==> config.mk <==
export PLATFORM = sky130hd
export DESIGN_NAME = uart_stream_ctrl
export DESIGN_NICKNAME = d
export VERILOG_FILES = /design/src/rtl/uart_stream_ctrl.sv
export SDC_FILE = /design/constraint.sdc
export NUM_CORES = 1
export LEC_CHECK = 0
export CAP_MARGIN = 15
export CORE_UTILIZATION = 40
export DETAILED_ROUTE_END_ITERATION = 10
export PLACE_DENSITY_LB_ADDON = 0.25
export SLEW_MARGIN = 20
export SYNTH_ARGS = -nofsm -noshare
export SYNTH_HDL_FRONTEND = slang
export SYNTH_SLANG_ARGS = --single-unit
export TNS_END_PERCENT = 50
==> constraint.sdc <==
create_clock -name clk_i -period 5.1 [get_ports clk_i]
set_input_delay 0.765 -clock clk_i [delete_from_list [all_inputs] [get_ports clk_i]]
set_output_delay 0.765 -clock clk_i [all_outputs]
set_load 0.005 [all_outputs]
==> src/rtl/uart_stream_ctrl.sv <==
// uart_stream_ctrl -- streams a block of bytes from a synchronous-read byte
// memory into a uart_tx transmitter, one byte per Tx_Done handshake, and
// reports progress (byte count) and completion (Done pulse) to the host.
// Build macro UART_STREAM_CHECKSUM_EN appends an 8-bit running-sum byte
// after a completed (non-aborted) payload.
module uart_stream_ctrl #(
  parameter int                    ADDR_WIDTH = 16,
  parameter int                    LEN_WIDTH  = 16,
  parameter logic [ADDR_WIDTH-1:0] BASE_ADDR  = '0
) (
  input  logic                  clk_i,
  input  logic                  rst_i,
  input  logic                  start_i,
  input  logic [LEN_WIDTH-1:0]  length_i,
  input  logic                  abort_i,
  output logic                  mem_rd_en_o,
  output logic [ADDR_WIDTH-1:0] mem_addr_o,
  input  logic [7:0]            mem_data_i,
  output logic                  tx_dv_o,
  output logic [7:0]            tx_byte_o,
  input  logic                  tx_active_i,
  input  logic                  tx_done_i,
  output logic                  busy_o,
  output logic                  done_o,
  output logic [LEN_WIDTH-1:0]  byte_count_o
);

`ifdef UART_STREAM_CHECKSUM_EN
  typedef enum logic [2:0] {
    S_IDLE, S_SYNC, S_FETCH, S_LOAD, S_SEND, S_WAIT, S_FIN, S_CSUM
  } state_e;
`else
  typedef enum logic [2:0] {
    S_IDLE, S_SYNC, S_FETCH, S_LOAD, S_SEND, S_WAIT, S_FIN
  } state_e;
`endif

  state_e               state_q, state_d;
  logic [LEN_WIDTH-1:0] len_q, len_d;
  logic [LEN_WIDTH-1:0] idx_q, idx_d;
  logic [LEN_WIDTH-1:0] cnt_q, cnt_d;
  logic [7:0]           tx_byte_q, tx_byte_d;
`ifdef UART_STREAM_CHECKSUM_EN
  logic [7:0]           sum_q, sum_d;
  logic                 csum_q, csum_d;  // next/current byte is the checksum
`endif

  // State and datapath registers; uart_tx is never reset, so SYNC guards it.
  // NOTE: sequential state uses <= so every register samples pre-edge values.
  always_ff @(posedge clk_i or posedge rst_i) begin
    if (rst_i) begin
      state_q   <= S_IDLE;
      len_q     <= '0;
      idx_q     <= '0;
      cnt_q     <= '0;
      tx_byte_q <= '0;
`ifdef UART_STREAM_CHECKSUM_EN
      sum_q     <= '0;
      csum_q    <= 1'b0;
`endif
    end else begin
      state_q   <= state_d;
      len_q     <= len_d;
      idx_q     <= idx_d;
      cnt_q     <= cnt_d;
      tx_byte_q <= tx_byte_d;
`ifdef UART_STREAM_CHECKSUM_EN
      sum_q     <= sum_d;
      csum_q    <= csum_d;
`endif
    end
  end

  // Next-state and strobe decode for the fetch/launch/wait sequence.
  // NOTE: every variable gets a default first so no latch can be inferred.
  always_comb begin
    state_d     = state_q;
    len_d       = len_q;
    idx_d       = idx_q;
    cnt_d       = cnt_q;
    tx_byte_d   = tx_byte_q;
    mem_rd_en_o = 1'b0;
    mem_addr_o  = '0;
    tx_dv_o     = 1'b0;
    done_o      = 1'b0;
    busy_o      = (state_q != S_IDLE);
`ifdef UART_STREAM_CHECKSUM_EN
    sum_d       = sum_q;
    csum_d      = csum_q;
`endif

    unique case (state_q)
      S_IDLE: begin
        if (start_i) begin
          len_d = length_i;
          idx_d = '0;
          cnt_d = '0;
`ifdef UART_STREAM_CHECKSUM_EN
          sum_d   = '0;
          csum_d  = (length_i == '0);  // empty block sends only the sum
          state_d = S_SYNC;
`else
          state_d = (length_i == '0) ? S_FIN : S_SYNC;
`endif
        end
      end
      // A Tx_DV issued while uart_tx is active or in cleanup is lost.
      S_SYNC: begin
        if (!tx_active_i && !tx_done_i) begin
`ifdef UART_STREAM_CHECKSUM_EN
          state_d = csum_q ? S_CSUM : S_FETCH;
`else
          state_d = S_FETCH;
`endif
        end
      end
      S_FETCH: begin
        mem_rd_en_o = 1'b1;
        mem_addr_o  = BASE_ADDR + ADDR_WIDTH'(idx_q);
        state_d     = S_LOAD;
      end
      S_LOAD: begin
        tx_byte_d = mem_data_i;
`ifdef UART_STREAM_CHECKSUM_EN
        sum_d     = sum_q + mem_data_i;
`endif
        state_d   = S_SEND;
      end
`ifdef UART_STREAM_CHECKSUM_EN
      S_CSUM: begin
        tx_byte_d = sum_q;
        state_d   = S_SEND;
      end
`endif
      S_SEND: begin
        tx_dv_o = 1'b1;
        state_d = S_WAIT;
      end
      // Abort is only honoured here, so a launched byte always completes.
      S_WAIT: begin
        if (tx_done_i) begin
`ifdef UART_STREAM_CHECKSUM_EN
          if (csum_q) begin
            state_d = S_FIN;
          end else begin
            cnt_d = cnt_q + LEN_WIDTH'(1);
            idx_d = idx_q + LEN_WIDTH'(1);
            if (abort_i) begin
              state_d = S_FIN;
            end else if (idx_d == len_q) begin
              csum_d  = 1'b1;
              state_d = S_SYNC;
            end else begin
              state_d = S_SYNC;
            end
          end
`else
          cnt_d = cnt_q + LEN_WIDTH'(1);
          idx_d = idx_q + LEN_WIDTH'(1);
          if (abort_i || (idx_d == len_q)) state_d = S_FIN;
          else                             state_d = S_SYNC;
`endif
        end
      end
      S_FIN: begin
        done_o  = 1'b1;
        state_d = S_IDLE;
      end
      default: state_d = S_IDLE;
    endcase
  end

  assign tx_byte_o    = tx_byte_q;
  assign byte_count_o = cnt_q;

endmodule
### After elaboration in Yosys (flattened, before gate mapping)

Cells that the tools add are included.

| storage, ports and cells | value |
|---|---|
| flip-flop bits (word level) | 59 |
| bits of input ports | 30 |
| output and inout port bits | 44 |
| logic and storage cells | 43 |

| cells by class | value |
|---|---|
| add/subtract/negate cells | 2 |
| eq/ne operators | 10 |
| mux-type cells | 15 |
| reduce and logical (&&, ||, !) cells | 11 |

Operator list:

| kind | count |
|---|---|
| 2-to-1 mux 16 bit | 4 |
| case mux 16 bit (2 select lines) | 2 |
| adder 16 x 1 -> 16 bit (second input constant) | 2 |
| case mux 3 bit (6 select lines) | 1 |
| equality test 16 bit | 1 |
| zero test 16 bit | 1 |
| 2-to-1 mux 3 bit | 5 |
| equality test 3 bit (second input constant) | 3 |
| equality test 3 x 2 -> 1 bit (second input constant) | 2 |
| inequality test 2 bit (second input constant) | 3 |
| AND reduction 3 bit | 2 |
| equality test 3 x 1 -> 1 bit (second input constant) | 1 |
| zero test 3 bit | 1 |
| 2-to-1 mux 1 bit | 3 |
| nonzero test 3 bit | 1 |
| zero test 1 bit | 2 |
| AND reduction 2 bit | 1 |
| nonzero test 2 bit | 1 |
| logical AND 1 bit | 1 |
| logical OR 1 bit | 1 |

### Logic depth before layout (Yosys ltp)

| logic depth | value |
|---|---|
| word-level depth | 6 |
| gate-level depth with buffers | 8 |
| depth with buffers taken out | 7 |

### Worst setup path after synthesis

OpenSTA, ideal clock, no wires.

| timing | value |
|---|---|
| kind | register to output |
| start point | reg state_q[1] |
| end point | out mem_addr_o[11] |
| arrival | 1.409 ns |
| required time | 4.335 ns |
| path slack | 2.926 ns |
| cell stages (with the launch flop) | 5 |
| path buffers | 1 |
| cells stage by stage | dfrtp_1 clkinv_1 nor3_1 clkbuf_1 and2_1 |

| on the way | value |
|---|---|
| cells in the longest elaborated chain, start to end | 2 |

Ends and longest elaborated chain:

| element | RTL line | text |
|---|---|---|
| from (decl) | 38 | `state_e state_q, state_d;` |
| from (signal assigned) | 62 | `state_q <= state_d;` |
| equality test 3 x 2 -> 1 bit | 92 | `unique case (state_q)` |
| 2-to-1 mux 16 bit | 92 |  |
| to (decl) | 17 | `output logic [ADDR_WIDTH-1:0] mem_addr_o,` |

No other way between the ends.

### Worst setup path after layout

| timing | value |
|---|---|
| start point | reg state_q[1] |
| end point | out mem_addr_o[15] |

Same word-level chain as after synthesis.

==> metrics.log <==
INFO  metric run_status = finished, final reports clean
INFO  metric finish.utilization = approximately 55%
INFO  metric yosysMostFrequentCell = sky130_fd_sc_hd__nand2_1
INFO  metric flop_and_latch_count_out_of_synthesis = 59
INFO  metric hold_class = reg -> reg
INFO  metric cp_data_required_time = between 4 and 5 ns
INFO  metric mappedNetlistArea = 0.00333 mm²
INFO  metric cap_violations = 0
INFO  metric avgSynthCellArea = 8.69 µm²
INFO  metric cp_data_arrival_time = 2.29 ns
INFO  metric num_antenna_cells = 0
INFO  metric critical_register_to_register_path_startpoint = state_q[2]
INFO  metric cp-startpoint = state_q[1]
INFO  metric timing.critical_path.slowest_stage_cell = sky130_fd_sc_hd__dfrtp_1
INFO  metric cts.htree.levels = 3
INFO  metric r2r.worst_path.cells = 6
INFO  metric hold-worst-slack = about 0.50 ns
INFO  metric post_cts_resized = 0
INFO  metric via_per_inst = 5.50
INFO  metric totalWireLength = 8170 µm
INFO  metric yosys_warnings = 0
INFO  metric dp.final_hpwl = ~5800 µm
INFO  metric finalNetCount = about 480
INFO  metric core_area = 0.00789 mm²
INFO  metric ioPinCount = 74
INFO  metric drcViolationCount = 0
INFO  metric timing.critical_path.to_type = output pin
INFO  metric timing.max_slew.rel_slack = 50.7%
INFO  metric r2r-end = byte_count_o[13]
INFO  metric totalPowerFinal = ~1.7 mW
INFO  metric critical_path.cell_chain = clkinv_1, nor3_1, buf_4, and2_1, clkdlybuf4s50_1
INFO  metric worst-path-max-fanout = 15
INFO  metric areaGrowthSynthToFinish = 29.9%
INFO  metric cts.hold.buffers_added = 0
INFO  metric finalWeightedCongestion = 0.857
INFO  metric timing.critical_path.buf_inv = 3
INFO  metric via_count = 3063
INFO  metric cts_inserted_buffers = 9
INFO  metric timing.fmax = 0.328 GHz
INFO  metric synthDistinctLibCells = 44
INFO  metric synth.largest_area_cell = sky130_fd_sc_hd__dfrtp_1
INFO  metric numPortBuffers = 73
INFO  metric setup_crit_start_kind = flop
INFO  metric synth_commonest_cells = 76 x sky130_fd_sc_hd__nand2_1, 59 x sky130_fd_sc_hd__dfrtp_1, 34 x sky130_fd_sc_hd__o21ai_0, 25 x sky130_fd_sc_hd__nor2_1, 17 x sky130_fd_sc_hd__xor2_1
INFO  metric design.die.area = roughly 0.0087 mm²
INFO  metric antenna_found_initial = 0
INFO  metric firstDrtPassIters = 4
INFO  metric global_route_usage_sum = 20.0%
INFO  metric globalRoute.totalOverflow = 0
INFO  metric grt_max_degree = 60
INFO  metric power_density = roughly 400 mW/mm²
INFO  metric post-synth-top-area-fraction = 44.3%
INFO  metric setup_total_neg_slack = 0 ns
INFO  metric final_antenna_net_count = 0
INFO  metric worst-slew-pin-transition = 0.739 ns
INFO  metric min_period = 3.05 ns
INFO  metric synth_nets = about 420
INFO  metric path_class = reg -> out
INFO  metric vias_in_the_first_global_route = around 2800
INFO  metric stdcell_area = 0.00433 mm²
INFO  metric synthCells = around 380
INFO  metric row_count = 32
INFO  metric cts_sinks = between 50 and 60
INFO  metric maxSlewViolCount = 0
INFO  metric hold_viol = 0
INFO  metric cp_top_family = buffers and inverters
INFO  metric die_x = ~93 µm
INFO  metric grt_setup_unrepaired = no
INFO  metric route.detailed.wl_per_inst = 14.7 µm
INFO  metric tritoncts = built
INFO  metric ys_async_sr_fraction = 100%
INFO  metric r2r_setup_slack = 2.40 ns
INFO  metric dpl-instance-area = 0.00413 mm²
INFO  metric number_of_synthesized_flops_with_an_enable_pin = 0
INFO  metric critical_path_cell_count = 5
INFO  metric start_util = 42.2%
INFO  metric prevailing_post_synth_register_cell = sky130_fd_sc_hd__dfrtp_1
INFO  metric timing.final.crit_share = roughly three fifths
INFO  metric post_synth_main_area_contributors = sky130_fd_sc_hd__dfrtp_1 44%, sky130_fd_sc_hd__nand2_1 8.6%, sky130_fd_sc_hd__o21ai_0 5.1%
INFO  metric die-height = 93.2 µm
INFO  metric synth.yosys.seq_area_share = about 44%
INFO  metric leakagePower = roughly 1.9 nW
INFO  metric critical-path-max-stage-delay = 0.51 ns
INFO  metric final_layout_size_suffix_gt1_share = 7.69%
INFO  metric clkSlewWorstSetupHoldPaths = 0.07 ns
INFO  metric clock_latency = 0.34 ns
INFO  metric finalSetupViolations = 0
INFO  metric hp-start = len_q[11]
INFO  metric ctsLongestPathBuffers = 2
INFO  metric critPathCapture = mem_addr_o[15]
INFO  metric cts.repair_timing.setup_buffer_count = 0
INFO  metric grt_first_pass_wirelength = ~13000 µm
INFO  metric final.fill_count = 724
INFO  metric first_iter_violations = 188
INFO  metric worst_clock_skew = approximately 0.0093 ns
INFO  metric ir_worst_vdd = about 0.30 mV
INFO  metric ctsRootBufferMaster = sky130_fd_sc_hd__clkbuf_8
-- power by group --
group / switching (mW) / internal (mW) / leakage, nW
combinational: 0.288 / 0.306 / 0.995
clock: 0.191 / 0.236 / 0.0991
sequential: 0.122 / 0.585 / 0.776
total: 0.600 / 1.13 / 1.87
-- kinds of logic (layout without fill, tap and decap cells) --
logic type	after synthesis	in the layout	synth area share, %
fa+ha+maj	2	2	0.751
buf+inv	27	99	3.27
mux	12	12	3.95
compound gates	73	73	13.3
simple gates	185	185	27.8
flops	59	59	44.3
xor+xnor	25	25	6.58
-- cell type report --
type,count,area [µm²],share of cell area (%)
Clock buffer,11,141,3.27
Clock inverter,5,52.6,1.21
Inverter,6,22.5,0.521
Multi-Input combinational cell,297,1740,40.3
Sequential cell,59,1480,34.1
Tap cell,102,128,2.95
Timing Repair Buffer,77,761,17.6
-- per-layer routing --
layer	wire, µm	global-route usage (%)	up-vias
met5	0	0	-
met4	89	7.56	0
met3	568	5.53	8
met2	3770	30.6	116
met1	3750	27.1	1452
li1	-	-	1487
-- through the flow --
step,instances,setup slack [ns]
after floorplan,383,2.88
after global placement,541,1.90
after detailed placement,541,1.82
after CTS,557,2.07
after global routing,557,1.90
final,557,2.05
-- worst min path at each step --
stage | to | slack [ns] | depth (start not counted)
after CTS | len_q[11] | 0.50 | 2
after detailed placement | len_q[0] | 0.49 | 2
final | len_q[11] | 0.50 | 2
after global placement | len_q[11] | 0.49 | 2
after floorplan | len_q[14] | 0.47 | 2
after global routing | tx_byte_o[7] | 0.52 | 1
-- registers in the layout, summed over array words and instances (netlist names) --
register and count:
byte_count_o 16, idx_q 16, len_q 16, tx_byte_o 8, state_q 3
-- layout by cell type (no fill, tap or decap), types with 3 or more instances in the layout --
cell,Yosys,routed
sky130_fd_sc_hd__a21oi_1,12,12
sky130_fd_sc_hd__a31oi_1,8,8
sky130_fd_sc_hd__and2_1,15,15
sky130_fd_sc_hd__and3_1,9,9
sky130_fd_sc_hd__buf_4,0,4
sky130_fd_sc_hd__clkbuf_8,0,10
sky130_fd_sc_hd__clkdlybuf4s50_1,0,73
sky130_fd_sc_hd__clkinv_2,0,3
sky130_fd_sc_hd__dfrtp_1,59,59
sky130_fd_sc_hd__inv_1,5,4
sky130_fd_sc_hd__mux2_2,9,9
sky130_fd_sc_hd__mux2i_1,3,3
sky130_fd_sc_hd__nand2_1,76,76
sky130_fd_sc_hd__nand3_1,13,13
sky130_fd_sc_hd__nand4_1,10,10
sky130_fd_sc_hd__nor2_1,25,25
sky130_fd_sc_hd__nor3_1,5,5
sky130_fd_sc_hd__nor4_1,9,9
sky130_fd_sc_hd__o2111ai_1,3,3
sky130_fd_sc_hd__o21ai_0,34,34
sky130_fd_sc_hd__o31ai_1,4,4
sky130_fd_sc_hd__o41ai_1,3,3
sky130_fd_sc_hd__or3_1,11,11
sky130_fd_sc_hd__xnor2_1,8,8
sky130_fd_sc_hd__xor2_1,17,17
-- worst min-delay path: stages (launching register included) --
cell and delay [ns]:
sky130_fd_sc_hd__dfrtp_1 0.36, sky130_fd_sc_hd__nand2_1 0.06, sky130_fd_sc_hd__nand2_1 0.06
(Power assumes the default switching activity.)
